--- src/rtl/twi_pkg.sv ---
// Shared constants and helpers for the TWI core and its FIFO.
package twi_pkg;

    localparam int TWI_AW = 4;
    localparam int TWI_DW = 8;

    // Occupancy from two wrap-bit pointers: (wr - rd) mod 2**(aw+1).
    function automatic logic [31:0] ptr_diff(input logic [31:0] wr,
                                             input logic [31:0] rd,
                                             input int          aw);
        logic [31:0] mask;
        mask = (32'd1 << (aw + 1)) - 32'd1;
        return (wr - rd) & mask;
    endfunction

endpackage

--- src/rtl/twi_fifo_ram.sv ---
// FIFO storage: 2**AW x DW, one write port, one registered read port.
module twi_fifo_ram
    import twi_pkg::*;
#(
    parameter int AW = TWI_AW,
    parameter int DW = TWI_DW
) (
    input  logic          clk_i,
    input  logic          rst_i,
    input  logic          we_i,
    input  logic [AW-1:0] waddr_i,
    input  logic [DW-1:0] wdata_i,
    input  logic          re_i,
    input  logic [AW-1:0] raddr_i,
    output logic [DW-1:0] rdata_o
);

    logic [DW-1:0] mem_q [2**AW];
    logic [DW-1:0] rdata_q;

    always_ff @(posedge clk_i) begin
        if (we_i) begin
            mem_q[waddr_i] <= wdata_i;
        end
    end

    // The read register only updates on an accepted read, so it holds its last value otherwise.
    always_ff @(posedge clk_i or negedge rst_i) begin
        if (!rst_i) begin
            rdata_q <= '0;
        end else if (re_i) begin
            rdata_q <= mem_q[raddr_i];
        end
    end

    assign rdata_o = rdata_q;

endmodule

--- src/rtl/twi_fifo.sv ---
// Synchronous FIFO with registered read data and wrap-bit pointers.
// Define TWI_FIFO_STATUS_EN to build level_o, ovf_o and udf_o; otherwise they read 0.
module twi_fifo
    import twi_pkg::*;
#(
    parameter int AW = TWI_AW,
    parameter int DW = TWI_DW
) (
    input  logic          clk_i,
    input  logic          rst_i,
    input  logic          clr_i,
    input  logic          wr_i,
    input  logic [DW-1:0] di_i,
    output logic          full_o,
    input  logic          rd_i,
    output logic [DW-1:0] do_o,
    output logic          do_vld_o,
    output logic          empty_o,
    output logic [AW:0]   level_o,
    output logic          ovf_o,
    output logic          udf_o
);

    localparam int LW = AW + 1;

    logic [AW:0] wr_ptr_q, wr_ptr_d;
    logic [AW:0] rd_ptr_q, rd_ptr_d;
    logic        do_vld_q, do_vld_d;
    logic        wr_acc, rd_acc;

    assign empty_o = (wr_ptr_q == rd_ptr_q);
    assign full_o  = (wr_ptr_q[AW] != rd_ptr_q[AW]) &&
                     (wr_ptr_q[AW-1:0] == rd_ptr_q[AW-1:0]);

    // A write into a full FIFO is accepted only when a read frees the slot in the same edge.
    assign rd_acc = rd_i && !empty_o && !clr_i;
    assign wr_acc = wr_i && (!full_o || rd_i) && !clr_i;

    always_comb begin
        wr_ptr_d = wr_ptr_q;
        rd_ptr_d = rd_ptr_q;
        do_vld_d = rd_acc;
        if (clr_i) begin
            wr_ptr_d = '0;
            rd_ptr_d = '0;
        end else begin
            if (wr_acc) wr_ptr_d = wr_ptr_q + 1'b1;
            if (rd_acc) rd_ptr_d = rd_ptr_q + 1'b1;
        end
    end

    always_ff @(posedge clk_i or negedge rst_i) begin
        if (!rst_i) begin
            wr_ptr_q <= '0;
            rd_ptr_q <= '0;
            do_vld_q <= 1'b0;
        end else begin
            wr_ptr_q <= wr_ptr_d;
            rd_ptr_q <= rd_ptr_d;
            do_vld_q <= do_vld_d;
        end
    end

    assign do_vld_o = do_vld_q;

    twi_fifo_ram #(
        .AW (AW),
        .DW (DW)
    ) u_ram (
        .clk_i   (clk_i),
        .rst_i   (rst_i),
        .we_i    (wr_acc),
        .waddr_i (wr_ptr_q[AW-1:0]),
        .wdata_i (di_i),
        .re_i    (rd_acc),
        .raddr_i (rd_ptr_q[AW-1:0]),
        .rdata_o (do_o)
    );

`ifdef TWI_FIFO_STATUS_EN
    logic ovf_q, ovf_d;
    logic udf_q, udf_d;

    // Sticky error flags record rejected strobes until a flush or reset.
    always_comb begin
        ovf_d = ovf_q | (wr_i && !rd_i && full_o);
        udf_d = udf_q | (rd_i && empty_o);
        if (clr_i) begin
            ovf_d = 1'b0;
            udf_d = 1'b0;
        end
    end

    always_ff @(posedge clk_i or negedge rst_i) begin
        if (!rst_i) begin
            ovf_q <= 1'b0;
            udf_q <= 1'b0;
        end else begin
            ovf_q <= ovf_d;
            udf_q <= udf_d;
        end
    end

    assign ovf_o   = ovf_q;
    assign udf_o   = udf_q;
    assign level_o = LW'(ptr_diff(32'(wr_ptr_q), 32'(rd_ptr_q), AW));
`else
    assign ovf_o   = 1'b0;
    assign udf_o   = 1'b0;
    assign level_o = '0;
`endif

endmodule
--- config.mk ---
export PLATFORM = sky130hd
export DESIGN_NAME = twi_fifo
export DESIGN_NICKNAME = d
export VERILOG_FILES = /design/src/rtl/twi_pkg.sv /design/src/rtl/twi_fifo_ram.sv /design/src/rtl/twi_fifo.sv
export SDC_FILE = /design/constraint.sdc
export NUM_CORES = 1
export LEC_CHECK = 0
export CAP_MARGIN = 5
export CORE_UTILIZATION = 54
export CTS_BUF_LIST = sky130_fd_sc_hd__clkbuf_8 sky130_fd_sc_hd__clkbuf_16
export DETAILED_ROUTE_END_ITERATION = 10
export PLACE_DENSITY = 0.76
export SKIP_CTS_REPAIR_TIMING = 1
export SLEW_MARGIN = 20
export SYNTH_ARGS = -nofsm -noshare
export SYNTH_HDL_FRONTEND = slang
export SYNTH_HIERARCHICAL = 1
export SYNTH_SLANG_ARGS = --single-unit
--- constraint.sdc ---
create_clock -name clk_i -period 2.4 [get_ports clk_i]
set_input_delay 0.24 -clock clk_i [delete_from_list [all_inputs] [get_ports clk_i]]
set_output_delay 0.24 -clock clk_i [all_outputs]
set_load 0.01 [all_outputs]
Yosys cells after proc, flatten, opt, wreduce, memory -nomap -nowiden
Memories as Yosys holds them, arrays and structs flattened. A register that Yosys moved wholly into a read port is not among the register bits.
Cells that the tools add are included.
Cells by class
  multiplexer cells: 6
  add/sub/neg operators: 2
  equal/unequal tests: 3
  reductions and logical operators: 12
Operators by type and width (number)
  $mux 5: 4
  $add 5x1->5 const B: 2
  $eq 5x5->1: 1
  $logic_and 1x1->1: 5
  $eq 4x4->1: 1
  $logic_not 1->1: 4
  $reduce_bool 2->1: 2
  $mux 1: 2
  $logic_or 1x1->1: 1
  $ne 1x1->1: 1
Storage, ports and cells
  bits in registers: 11
  memories: 1
  output and inout port bits: 18
  memory bits (writable): 128
  word-level logic and storage cells: 27
  bits of input ports: 13
Memories
  u_ram.mem_q: words 16, width 8, rd ports 1, clocked after memory_dff 1, write ports 1, line twi_fifo_ram.sv:18  | logic [DW-1:0] mem_q [2**AW];

Depth between registers and ports, before layout
Gate-level depths: netlist (run 1).
  depth after elaboration: 8
  depth in mapped cells: 8
  gate-level depth less buffers: 6

Modules after synthesis
Netlist (run 1), hierarchy kept.
Modules (own cells, without submodules)
  twi_fifo_ram: times used 1, cells an instance 240, area each 5331.4 sq um, seq. area each 4043.9 sq um
  twi_fifo: times used 1, cells an instance 65, area each 693.2 sq um, seq. area each 275.3 sq um

Worst setup path before layout (run 1)
No wires, ideal clock.
  path kind: register to register
  from: register wr_ptr_q[0]
  to: memory u_ram/mem_q[0][0] in the netlist's numbering (enable)
  path buffers: 0
  data arrival time: 2.191 ns
  data required time: 2.017 ns
  setup slack: -0.175 ns
  setup time: 0.383 ns
  cell stages (with the launch flop): 7
  clock period less this slack: 2.575 ns
  path through: dfrtp_1 > xnor2_1 > nand4_4 > o31ai_4 > nor2_1 > or3b_2 > nor3_1
Between the ends
  word-level cells in the longest chain between the ends: 8
Ends and longest elaborated chain
  from (decl): line twi_fifo.sv:26  | logic [AW:0] wr_ptr_q, wr_ptr_d;
  from (signal assigned): line twi_fifo.sv:58  | wr_ptr_q <= wr_ptr_d;
  $eq 4x4->1: line twi_fifo.sv:33  | (wr_ptr_q[AW-1:0] == rd_ptr_q[AW-1:0]);
  $logic_and 1x1->1: line twi_fifo.sv:32  | assign full_o = (wr_ptr_q[AW] != rd_ptr_q[AW]) &&
  $logic_not 1->1: line twi_fifo.sv:37  | assign wr_acc = wr_i && (!full_o || rd_i) && !clr_i;
  $logic_or 1x1->1: line twi_fifo.sv:37
  $logic_and 1x1->1 (2 in a row): line twi_fifo.sv:37
  via wr_acc: line twi_fifo.sv:29  | logic wr_acc, rd_acc;
  $mux 1: line twi_fifo_ram.sv:22  | if (we_i) begin
  $mux 1 (not written as such): line twi_fifo_ram.sv:23  | mem_q[waddr_i] <= wdata_i;
  to (decl): line twi_fifo_ram.sv:18
The timed path passes the listed nets, and every way through them passes these cells.

Worst setup path in the final report (run 1)
  from: register rd_ptr_q[4]
  to: memory u_ram/mem_q[1][3] in the netlist's numbering (enable)
Between the ends
  word-level cells in the longest chain between the ends: 8
Ends and longest elaborated chain
  from (decl): line twi_fifo.sv:27  | logic [AW:0] rd_ptr_q, rd_ptr_d;
  from (signal assigned): line twi_fifo.sv:59  | rd_ptr_q <= rd_ptr_d;
  $ne 1x1->1: line twi_fifo.sv:32
  $logic_and 1x1->1: line twi_fifo.sv:32
  $logic_not 1->1: line twi_fifo.sv:37
  $logic_or 1x1->1: line twi_fifo.sv:37
  $logic_and 1x1->1 (2 in a row): line twi_fifo.sv:37
  via wr_acc: line twi_fifo.sv:29
  $mux 1: line twi_fifo_ram.sv:22
  $mux 1 (not written as such): line twi_fifo_ram.sv:23
The timed path passes the listed nets, and every way through them passes these cells.

==> impl_summary.txt, run 1 <==
----------------------------------------------------
[STA]
  Setup Viol. Count Final ... 0
  Final count of hold timing violations ... 0
  Fin. max-slew vios ... 0
  Worst Clk Skew ... 0.007730 ns
  Headroom to the max-slew limit ... 54.08%
  Setup TNS ... 0 ns
  Setup repair after global routing missed its margin ... no
  Worst Max-Slew Pin Slew ... 0.6867 ns
  Min Clock Period, post-route ... between 2 and 2.5 ns
  Achievable frequency ... 435.0 MHz
  Final period util ... between 90% and 100%

[Clock tree]
  Max clock buf depth ... 2
  TritonCTS clock tree ... done
  Clk Latency, worst-skew pair ... ~0.52 ns
  Number of buffers inserted during clock tree synthesis ... 17
  Clock Pin Slew Worst Setup and Hold Paths ... 0.06 ns
  Maximum level of the CTS H-tree ... 4
  Root buf cell ... sky130_fd_sc_hd__clkbuf_8
  Sinks on Clock Net ... 147

[Logic synthesis]
  Top cell type by total area after synthesis ... sky130_fd_sc_hd__edfxtp_1
  Combined area of all synthesized cells ... 6025 µm²
  Synthesized netlist cell count ... 305
  Flip-flop and latch count after synthesis ... about 150
  Count of yosys warnings during synthesis ... 6
  Leading cell types by total area after synthesis ... sky130_fd_sc_hd__edfxtp_1 (64%), sky130_fd_sc_hd__mux4_2 (9.7%), sky130_fd_sc_hd__dfrtp_1 (7.9%), sky130_fd_sc_hd__mux4_1 (2.6%), sky130_fd_sc_hd__nor2_1 (2.1%)
  Yosys top cell area share ... a little under two thirds
  Library cells used by synthesis ... 40
  Share of synthesized area occupied by flip-flops and latches ... 71.69%
  Post-synthesis average cell area ... 19.75 µm²

[Route]
  Number of iterations in the first detailed-routing pass ... 5
  DRC viols ... 0
  Total Wirelength ... 11740 µm
  Total number of vias ... between 3k and 4k
  Ratio of routed vias to standard cells ... 5.932
  Starting DRC count in detailed routing ... 318
  Antenna-violating nets left ... 0
  WL/cell ... around 23 µm

[Run status]
  Outcome ... finished, final reports clean

[Critical path]
  Worst setup slack for register-to-register paths ... a little over 0.1 ns
  Critical Path RT ... around 2.6 ns
  Worst R2R Start ... rd_ptr_q[4]
  Largest delay contributor family on the critical path ... simple AND/OR/NAND/NOR gates
  Highest cell delay on the worst timing path ... 0.57 ns
  Worst path cell trace ... xnor2_4 -> o31ai_4 -> nor2_1 -> or3b_2 -> nor2_1 -> buf_4
  Number of cell instances on the worst register-to-register path ... 6
  Critical Path Slowest Stage Cell ... sky130_fd_sc_hd__or3b_2
  Combined buffer and inverter count along the critical path ... 1
  Type of the worst setup path ... register to register
  Signal arrival time at the worst endpoint ... 2.52 ns
  Largest fanout on the critical path ... 8
  CP Launch Type ... register
  Dominant cell type by count on the critical path ... sky130_fd_sc_hd__nor2_1
  Terminus of the critical flop-to-flop path ... u_ram/mem_q[1][3]
  CP endpoint kind ... register

[Global route]
  Antenna violations before repair ... 0
  Residual overflow from global routing ... 0
  Global-route wire length before repair ... 17820 µm
  Global-route usage over all layers ... 22.37%
  Largest net degree at the start of global routing ... 36
  Number of global-route vias before repair ... around 3.1k

[Power and ir drop]
  Power per standard cell area ... just over 900 nW/µm²
  Total net switching power ... 0.001458 W
  Maximum resistive drop on vdd ... 590.1 µV
  Internal cell power ... ~0.0053 W
  Logic gate share of total power ... 12.1%
  Portion of total power attributed to the clock network ... 44.2%
  Leakage Power ... 2.472 nW
  Seq pwr share ... 43.7%
  Switching share of power ... 21.65%

[Place]
  Post-Place Cell Area ... roughly 6500 µm²
  Sum of net half-perimeters after detailed placement ... about 7300 µm
  Weighted congestion reported at the end of routability-driven placement ... 0.7763
  IO Port Bufs ... 23

[Worst hold path]
  Type of the tightest min-delay check ... input port to asynchronous set/reset pin

[Floorplanning]
  DIE AREA ... around 12000 µm²
  Core Footprint ... 10840 µm²
  Starting Density ... 55.57%
  Count of pins on the block boundary ... 31
  Die width ... 107.6 µm
  Row count ... 38
  Die height ... 107.6 µm

[Cells and area]
  Top library cells by usage in the layout, fill and taps aside ... sky130_fd_sc_hd__edfxtp_1 (128), sky130_fd_sc_hd__nor2_1 (33), sky130_fd_sc_hd__buf_4 (30)
  Final design area excluding fillers ... around 7200 µm²
  Antenna fix cells ... 0
  Ratio of cells with drive above 1 in the final layout ... about 30%
  Area growth, synth to finish ... 19.90%
  Most common cell after layout, fill and taps aside ... sky130_fd_sc_hd__edfxtp_1
  Number of nets in the layout ... about 380

[Run]
  Max-cap violations ... 0

----------------------------------------------------
-- flip-flops by register name, summed over array words and instances (netlist names) --
name / cells
do_vld_o: 1
wr_ptr_q: 5
u_ram/rdata_o: 8
u_ram/mem_q: 128
rd_ptr_q: 5
-- layer usage --
layer  GRT usage [%]  share of wire [%]
met4           10.08                1.7
met1           30.16                 42
met2           34.34                 49
met5               0                  0
met3           5.993                7.7
-- cell families after synthesis --
kind of cell    Yosys count  synth area share [%]
compound gates           25                 4.320
xor+xnor                 13                 2.015
fa+ha+maj                 2                0.4153
buf+inv                  22                 3.074
flops                   147                 71.69
mux                      42                 14.00
other cells               1               0.06225
simple gates             53                 4.424
-- Yosys cell counts --
cell type and instances:
sky130_fd_sc_hd__and3_2 1, sky130_fd_sc_hd__mux4_1 6, sky130_fd_sc_hd__o21ai_2 1, sky130_fd_sc_hd__o31ai_4 1, sky130_fd_sc_hd__or3_1 1, sky130_fd_sc_hd__conb_1 1, sky130_fd_sc_hd__o211ai_1 2, sky130_fd_sc_hd__nand2b_1 3
sky130_fd_sc_hd__nand3_1 2, sky130_fd_sc_hd__o311ai_2 1, sky130_fd_sc_hd__buf_1 4, sky130_fd_sc_hd__edfxtp_1 128, sky130_fd_sc_hd__and4_1 1, sky130_fd_sc_hd__xor2_1 8, sky130_fd_sc_hd__o21ai_0 2, sky130_fd_sc_hd__a21oi_1 1
sky130_fd_sc_hd__and2_1 1, sky130_fd_sc_hd__dfrtp_1 19, sky130_fd_sc_hd__or2_2 1, sky130_fd_sc_hd__ha_1 2, sky130_fd_sc_hd__xnor2_2 1, sky130_fd_sc_hd__xnor2_1 4, sky130_fd_sc_hd__o31ai_1 1, sky130_fd_sc_hd__or3b_2 1
sky130_fd_sc_hd__nand3b_1 2, sky130_fd_sc_hd__mux2i_1 10, sky130_fd_sc_hd__buf_2 2, sky130_fd_sc_hd__nand2_1 1, sky130_fd_sc_hd__a221oi_2 8, sky130_fd_sc_hd__nor2_1 33, sky130_fd_sc_hd__clkbuf_1 1, sky130_fd_sc_hd__mux4_2 26
sky130_fd_sc_hd__buf_6 5, sky130_fd_sc_hd__and4_2 1, sky130_fd_sc_hd__nor3_1 4, sky130_fd_sc_hd__o22ai_1 7, sky130_fd_sc_hd__o22ai_2 1, sky130_fd_sc_hd__buf_12 2, sky130_fd_sc_hd__buf_4 8, sky130_fd_sc_hd__nand4_4 1
-- how the worst max path moves through the flow --
| stage | from | endpoint | slack, ns | depth (start not counted) |
|---|---|---|---|---|
| 3_3_place_gp | wr_i | u_ram/mem_q[1][1] | 0.14 | 6 |
| 4_1_cts | rd_ptr_q[1] | empty_o | -0.15 | 5 |
| 3_5_place_dp | wr_i | u_ram/mem_q[0][2] | 0.09 | 6 |
| 5_1_grt | rd_ptr_q[4] | u_ram/mem_q[0][5] | 0.002 | 6 |
| 6_report | rd_ptr_q[4] | u_ram/mem_q[1][3] | 0.10 | 6 |
| 2_1_floorplan | wr_ptr_q[0] | u_ram/mem_q[2][0] | 0.04 | 6 |
-- through the flow --
step | hold WS (ns) | total power (W) | utilization (%) | cells | setup WS (ns)
detailed placement | 0.5684 | 0.003802 | 59.95 | 482 | 0.09007
floorplan | -0.05559 | 0.003487 | - | 311 | 0.04158
finish | 0.06599 | 0.006732 | 66.63 | 514 | 0.1013
global route | 0.06891 | 0.006941 | 66.63 | 514 | 0.001965
global placement | 0.5682 | 0.003773 | 59.95 | 482 | 0.1368
CTS | 0.04595 | 0.006774 | 66.19 | 514 | -0.1477
-- power groups by stage --
stage | clock network (W) | registers (W) | logic, W
after floorplan | 0 | 0.00301 | 0.000473
after global placement | 0 | 0.00298 | 0.000795
after detailed placement | 0 | 0.00299 | 0.000814
after CTS | 0.00302 | 0.00294 | 0.000820
after global routing | 0.00311 | 0.00295 | 0.000881
final | 0.00298 | 0.00294 | 0.000816
-- final cells by class --
cell class / instances / area, µm²
Timing Repair Buffer: 53 / 460.4
Clock inverter: 15 / 262.8
Multi-Input combinational cell: 142 / 1589
Fill cell: 683 / 3617
Clock buffer: 17 / 414.1
Sequential cell: 147 / 4322
Tap cell: 140 / 175.2
Note: power is estimated with default switching activity, not from simulation.
==> inputs of run 2 (changes only) <==
CELL_PAD_IN_SITES_DETAIL_PLACEMENT = 0   (was not set)
CELL_PAD_IN_SITES_GLOBAL_PLACEMENT = 2   (was not set)
CORE_UTILIZATION = 42   (was 54)
PLACE_DENSITY = 0.75   (was 0.76)
==> impl_summary.txt, run 2 (synthesis gave the netlist of run 1 again) <==
----------------------------------------------------
[STA]
  Worst Clk Skew ... approximately 0.0054 ns
  Min Clock Period, post-route ... between 2 and 2.5 ns
  Fin. max-slew vios ... 0
  Tightest hold margin ... 0.1802 ns
  PnR worst setup slack ... 0.1066 ns
  Worst Max-Slew Pin Slew ... 0.6645 ns
  Final count of hold timing violations ... 0
  Setup repair after global routing missed its margin ... no
  Setup Viol. Count Final ... 0
  Achievable frequency ... ~440 MHz
  Final period util ... 95.56%
  Headroom to the max-slew limit ... 55.56%

[Route]
  WL/cell ... 20.94 µm
  Starting DRC count in detailed routing ... 221
  Total number of vias ... 2939
  DRC viols ... 0
  Ratio of routed vias to standard cells ... about 5.3
  Antenna-violating nets left ... 0
  Number of iterations in the first detailed-routing pass ... 4
  Total Wirelength ... 11620 µm

[Clock tree]
  Max clock buf depth ... 2
  Number of buffers inserted during clock tree synthesis ... 17
  Root buf cell ... sky130_fd_sc_hd__clkbuf_16
  Clock Pin Slew Worst Setup and Hold Paths ... 0.05 ns
  Sinks on Clock Net ... around 150
  Maximum level of the CTS H-tree ... 4
  TritonCTS clock tree ... done
  Clk Latency, worst-skew pair ... around 0.41 ns

[Critical path]
  Worst setup slack for register-to-register paths ... 0.25 ns
  Critical Path RT ... 2.16 ns
  Largest delay contributor family on the critical path ... buffers and inverters
  Worst R2R Start ... rd_ptr_q[4]
  Critical Path Slowest Stage Cell ... sky130_fd_sc_hd__clkdlybuf4s50_1
  CP endpoint kind ... primary output
  Worst path cell trace ... xnor2_2 -> nand4_4 -> buf_4 -> nor2_1 -> clkdlybuf4s50_1
  Type of the worst setup path ... register to primary output
  Largest fanout on the critical path ... 8
  Number of cell instances on the worst register-to-register path ... 6
  Terminus of the critical flop-to-flop path ... u_ram/mem_q[1][2]
  Combined buffer and inverter count along the critical path ... 2
  Highest cell delay on the worst timing path ... 0.56 ns
  Signal arrival time at the worst endpoint ... 2.05 ns
  CP Launch Type ... register

[Floorplanning]
  Die height ... roughly 120 µm
  Count of pins on the block boundary ... 31
  Die width ... 121.8 µm
  Starting Density ... a little over two fifths
  Row count ... 43
  DIE AREA ... about 15000 µm²
  Core Footprint ... about 14000 µm²

[Power and ir drop]
  Portion of total power attributed to the clock network ... 43.0%
  Power per standard cell area ... between 900 and 1000 nW/µm²
  Seq pwr share ... 44.7%
  Internal cell power ... 0.005119 W
  Switching share of power ... 22.18%
  Logic gate share of total power ... 12.3%
  Maximum resistive drop on vdd ... 446.6 µV
  Total net switching power ... 0.001459 W
  Leakage Power ... 2.428 nW

[Place]
  IO Port Bufs ... 23
  DP Worst Slack ... 0.2056 ns
  Sum of net half-perimeters after detailed placement ... 7386 µm
  Weighted congestion reported at the end of routability-driven placement ... about 0.74
  Placed cell count ... roughly 520

[Global route]
  Global-route usage over all layers ... 17.53%
  Number of global-route vias before repair ... between 3k and 4k
  Antenna violations before repair ... 0
  Global-route wire length before repair ... 17960 µm
  Residual overflow from global routing ... 0
  Largest net degree at the start of global routing ... 28

[Run status]
  Outcome ... finished, final reports clean

[Cells and area]
  Share of the core filled with cells in the final layout ... about 52%
  Number of flip-flops under the largest register name ... 128
  Antenna fix cells ... 0
  Most common cell after layout, fill and taps aside ... sky130_fd_sc_hd__edfxtp_1
  Area growth, synth to finish ... 19.96%
  Top register by number of flip-flops ... u_ram/mem_q
  Top library cells by usage in the layout, fill and taps aside ... sky130_fd_sc_hd__edfxtp_1 (128), sky130_fd_sc_hd__nor2_1 (33), sky130_fd_sc_hd__buf_4 (31)
  Fin cells ... 555
  Ratio of cells with drive above 1 in the final layout ... 29.33%
  Number of nets in the layout ... 377

[Run]
  Max-cap violations ... 0

[Worst hold path]
  Type of the tightest min-delay check ... input port to asynchronous set/reset pin

----------------------------------------------------
## run 2: cell types whose count changed in the layout (fill, tap and decap cells not counted), moves of 2 or more
| cell | change |
|---|---|
| sky130_fd_sc_hd__clkinv_2 | -3 |
| sky130_fd_sc_hd__clkinv_4 | -3 |
| sky130_fd_sc_hd__inv_6 | +3 |
| sky130_fd_sc_hd__bufinv_16 | -2 |
| sky130_fd_sc_hd__clkdlybuf4s50_1 | +2 |
| sky130_fd_sc_hd__clkinvlp_4 | +2 |
| sky130_fd_sc_hd__dlymetal6s2s_1 | -2 |
| sky130_fd_sc_hd__inv_1 | +2 |
## run 2: metrics by stage
step	cell area (µm²)	TNS, ns	total power [W]
2_1_floorplan	6052	0	0.003487
3_3_place_gp	6556	0	0.003794
3_5_place_dp	6556	0	0.003799
4_1_cts	7196	-0.01028	0.006625
5_1_grt	7227	0	0.006804
6_report	7227	0	0.006578
## run 2: worst register-to-register path: stages (launching register included)
cell	delay (ns)
sky130_fd_sc_hd__dfrtp_1	0.43
sky130_fd_sc_hd__xnor2_2	0.32
sky130_fd_sc_hd__o31ai_4	0.11
sky130_fd_sc_hd__nor2_1	0.16
sky130_fd_sc_hd__or3b_2	0.52
sky130_fd_sc_hd__nor2_1	0.13
sky130_fd_sc_hd__buf_4	0.19
## run 2: how the worst max path moves through the flow
stage	startpoint	to	slack, ns	cells after the start
6_report	rd_ptr_q[2]	full_o	0.11	5
5_1_grt	rd_ptr_q[1]	empty_o	0.02	5
4_1_cts	rd_ptr_q[1]	full_o	-0.01	5
3_5_place_dp	wr_i	u_ram/mem_q[1][4]	0.21	6
3_3_place_gp	wr_i	u_ram/mem_q[0][1]	0.23	6
2_1_floorplan	wr_ptr_q[0]	u_ram/mem_q[2][0]	0.04	6
## run 2: per-layer routing
layer  GRT usage [%]  wire, µm
met1           23.06      5154
met2           27.61      5733
met5               0         0
met3           4.213       523
met4           7.948       209
## run 2: power groups by stage
stage	registers [W]	logic, W	clock network [W]
after floorplan	0.00301	0.000473	0
after global placement	0.00299	0.000807	0
after detailed placement	0.00299	0.000813	0
after CTS	0.00294	0.000813	0.00287
after global routing	0.00295	0.000872	0.00298
final	0.00294	0.000808	0.00283
## run 2: area by class of cell
class,instances,area [µm²]
fillers,1102,6708
flip-flops and latches,147,4322
multi-input cells,142,1578
repair buffers,54,462.9
clock buffers,17,425.4
well taps,180,225.2
clock inverters,15,214.0
==> inputs of run 3 (changes only) <==
CORE_MARGIN = 5   (was not set)
==> impl_summary.txt, run 3 (synthesis gave the netlist of run 1 again) <==
----------------------------------------------------
[Route]
  Total Wirelength ... ~12000 µm
  Total number of vias ... 2956
  Antenna-violating nets left ... 0
  DRC viols ... 0
  Ratio of routed vias to standard cells ... 5.345
  WL/cell ... 21.03 µm
  Number of iterations in the first detailed-routing pass ... 4
  Starting DRC count in detailed routing ... approximately 160

[Power and ir drop]
  Switching share of power ... 22.99%
  Seq pwr share ... 46.5%
  Logic gate share of total power ... 12.6%
  Leakage Power ... 2.398 nW
  Power per standard cell area ... 881.8 nW/µm²
  Maximum resistive drop on vdd ... about 510 µV
  Total net switching power ... 0.001448 W
  Internal cell power ... 0.004850 W
  Portion of total power attributed to the clock network ... 40.9%

[Global route]
  Largest net degree at the start of global routing ... 36
  Global-route usage over all layers ... between 10% and 20%
  Residual overflow from global routing ... 0
  Global-route wire length before repair ... 18020 µm
  Antenna violations before repair ... 0
  Number of global-route vias before repair ... 3097

[STA]
  Final period util ... between 90% and 100%
  Final count of hold timing violations ... 0
  Fin. max-slew vios ... 0
  Headroom to the max-slew limit ... 58.95%
  Achievable frequency ... ~440 MHz
  Setup repair after global routing missed its margin ... no
  Min Clock Period, post-route ... 2.253 ns
  Worst Max-Slew Pin Slew ... ~0.62 ns
  Setup TNS ... 0 ns
  Worst Clk Skew ... around 0.0060 ns
  Setup Viol. Count Final ... 0

[Floorplanning]
  Core Footprint ... 13990 µm²
  Die width ... about 130 µm
  Row count ... 43
  Die height ... 129.8 µm
  Starting Density ... 43.07%
  Count of pins on the block boundary ... 31
  DIE AREA ... 16840 µm²

[Critical path]
  Terminus of the critical flop-to-flop path ... u_ram/mem_q[0][5]
  Worst setup slack for register-to-register paths ... roughly 0.22 ns
  Worst path cell trace ... xnor2_2 -> nand4_4 -> nor2_1 -> clkdlybuf4s50_1
  CP endpoint kind ... primary output
  Highest cell delay on the worst timing path ... around 0.54 ns
  CP Launch Type ... register
  Largest fanout on the critical path ... 9
  Signal arrival time at the worst endpoint ... about 2.0 ns
  Critical Path RT ... about 2.2 ns
  Worst R2R Start ... rd_ptr_q[1]
  Number of cell instances on the worst register-to-register path ... 7
  Critical Path Slowest Stage Cell ... sky130_fd_sc_hd__clkdlybuf4s50_1
  Type of the worst setup path ... register to primary output

[Clock tree]
  Number of buffers inserted during clock tree synthesis ... 17
  Max clock buf depth ... 2
  Maximum level of the CTS H-tree ... 4
  Clock Pin Slew Worst Setup and Hold Paths ... 0.06 ns
  Sinks on Clock Net ... 147
  TritonCTS clock tree ... done
  Clk Latency, worst-skew pair ... 0.42 ns
  Root buf cell ... sky130_fd_sc_hd__clkbuf_16

[Cells and area]
  Top register by number of flip-flops ... u_ram/mem_q
  Share of the core filled with cells in the final layout ... about half
  Fin cells ... 553
  Number of flip-flops under the largest register name ... 128
  Antenna fix cells ... 0
  Top library cells by usage in the layout, fill and taps aside ... sky130_fd_sc_hd__edfxtp_1 (128), sky130_fd_sc_hd__nor2_1 (33), sky130_fd_sc_hd__buf_4 (29)
  Area growth, synth to finish ... 18.55%
  Ratio of cells with drive above 1 in the final layout ... 28.69%
  Number of nets in the layout ... approximately 380
  Most common cell after layout, fill and taps aside ... sky130_fd_sc_hd__edfxtp_1

[Place]
  Weighted congestion reported at the end of routability-driven placement ... 0.7821
  Sum of net half-perimeters after detailed placement ... 7452 µm
  IO Port Bufs ... 23
  Placed cell count ... 521

[Run]
  Max-cap violations ... 0

[Worst hold path]
  Type of the tightest min-delay check ... input port to asynchronous set/reset pin

[Run status]
  Outcome ... finished, final reports clean

----------------------------------------------------
## run 3: changes by cell type in the layout (fill, tap and decap cells not counted)
cell / change
sky130_fd_sc_hd__inv_6: -1
sky130_fd_sc_hd__xnor2_2: -2
sky130_fd_sc_hd__clkinv_2: +3
sky130_fd_sc_hd__dfrtp_2: -1
sky130_fd_sc_hd__bufinv_16: -3
sky130_fd_sc_hd__clkinv_4: +2
sky130_fd_sc_hd__buf_4: -2
sky130_fd_sc_hd__clkbuf_8: +2
sky130_fd_sc_hd__dfrtp_1: +1
sky130_fd_sc_hd__inv_1: -1
sky130_fd_sc_hd__clkinv_1: -1
sky130_fd_sc_hd__clkinvlp_4: -1
sky130_fd_sc_hd__xnor2_1: +2
## run 3: routing by layer
layer | up-vias | share of wire, % | wire length, µm | track usage, %
li1 | 1334 | - | - | -
met1 | 1541 | 45 | 5257 | 20.21
met2 | 61 | 49 | 5711 | 23.29
met3 | 20 | 3.9 | 455 | 3.889
met4 | 0 | 1.8 | 204 | 5.868
met5 | - | 0 | 0 | 0
## run 3: worst max path at each step
stage,startpoint,to,slack [ns],cells after the start
global placement,wr_i,u_ram/mem_q[1][2],0.24,6
global route,rd_ptr_q[1],full_o,0.0008,4
CTS,rd_ptr_q[1],full_o,0.09,4
floorplan,wr_ptr_q[0],u_ram/mem_q[2][0],0.04,6
detailed placement,wr_i,u_ram/mem_q[0][3],0.21,6
finish,rd_ptr_q[1],full_o,0.15,4
## run 3: area by class of cell
class / instances / area [µm²]
fillers: 1154 / 6847
flip-flops and latches: 147 / 4320
multi-input cells: 142 / 1563
clock buffers: 19 / 452.9
repair buffers: 52 / 447.9
well taps: 180 / 225.2
clock inverters: 13 / 132.6
## run 3: through the flow
step	cell area, µm²	power (W)	worst slack [ns]	hold slack [ns]
detailed placement	6541	0.003780	0.2130	0.5618
floorplan	6052	0.003487	0.04158	-0.05559
finish	7142	0.006298	0.1470	0.1720
global placement	6541	0.003773	0.2371	0.5719
global route	7142	0.006542	0.0007545	0.1966
CTS	7127	0.006367	0.08525	0.1656
## run 3: power by group through the flow
stage	registers, W	clock network, W	logic, W
final	0.00293	0.00257	0.000794
after global routing	0.00294	0.00274	0.000864
after CTS	0.00293	0.00263	0.000804
after detailed placement	0.00298	0	0.000799
after global placement	0.00298	0	0.000794
after floorplan	0.00301	0	0.000473
## run 3: worst max-delay path, delay by kind of cell, from the launching register on
| family | cells | cell delay, ns |
|---|---|---|
| simple gates | 2 | 0.34 |
| xor+xnor | 1 | 0.26 |
| flops | 1 | 0.45 |
| buf+inv | 1 | 0.54 |
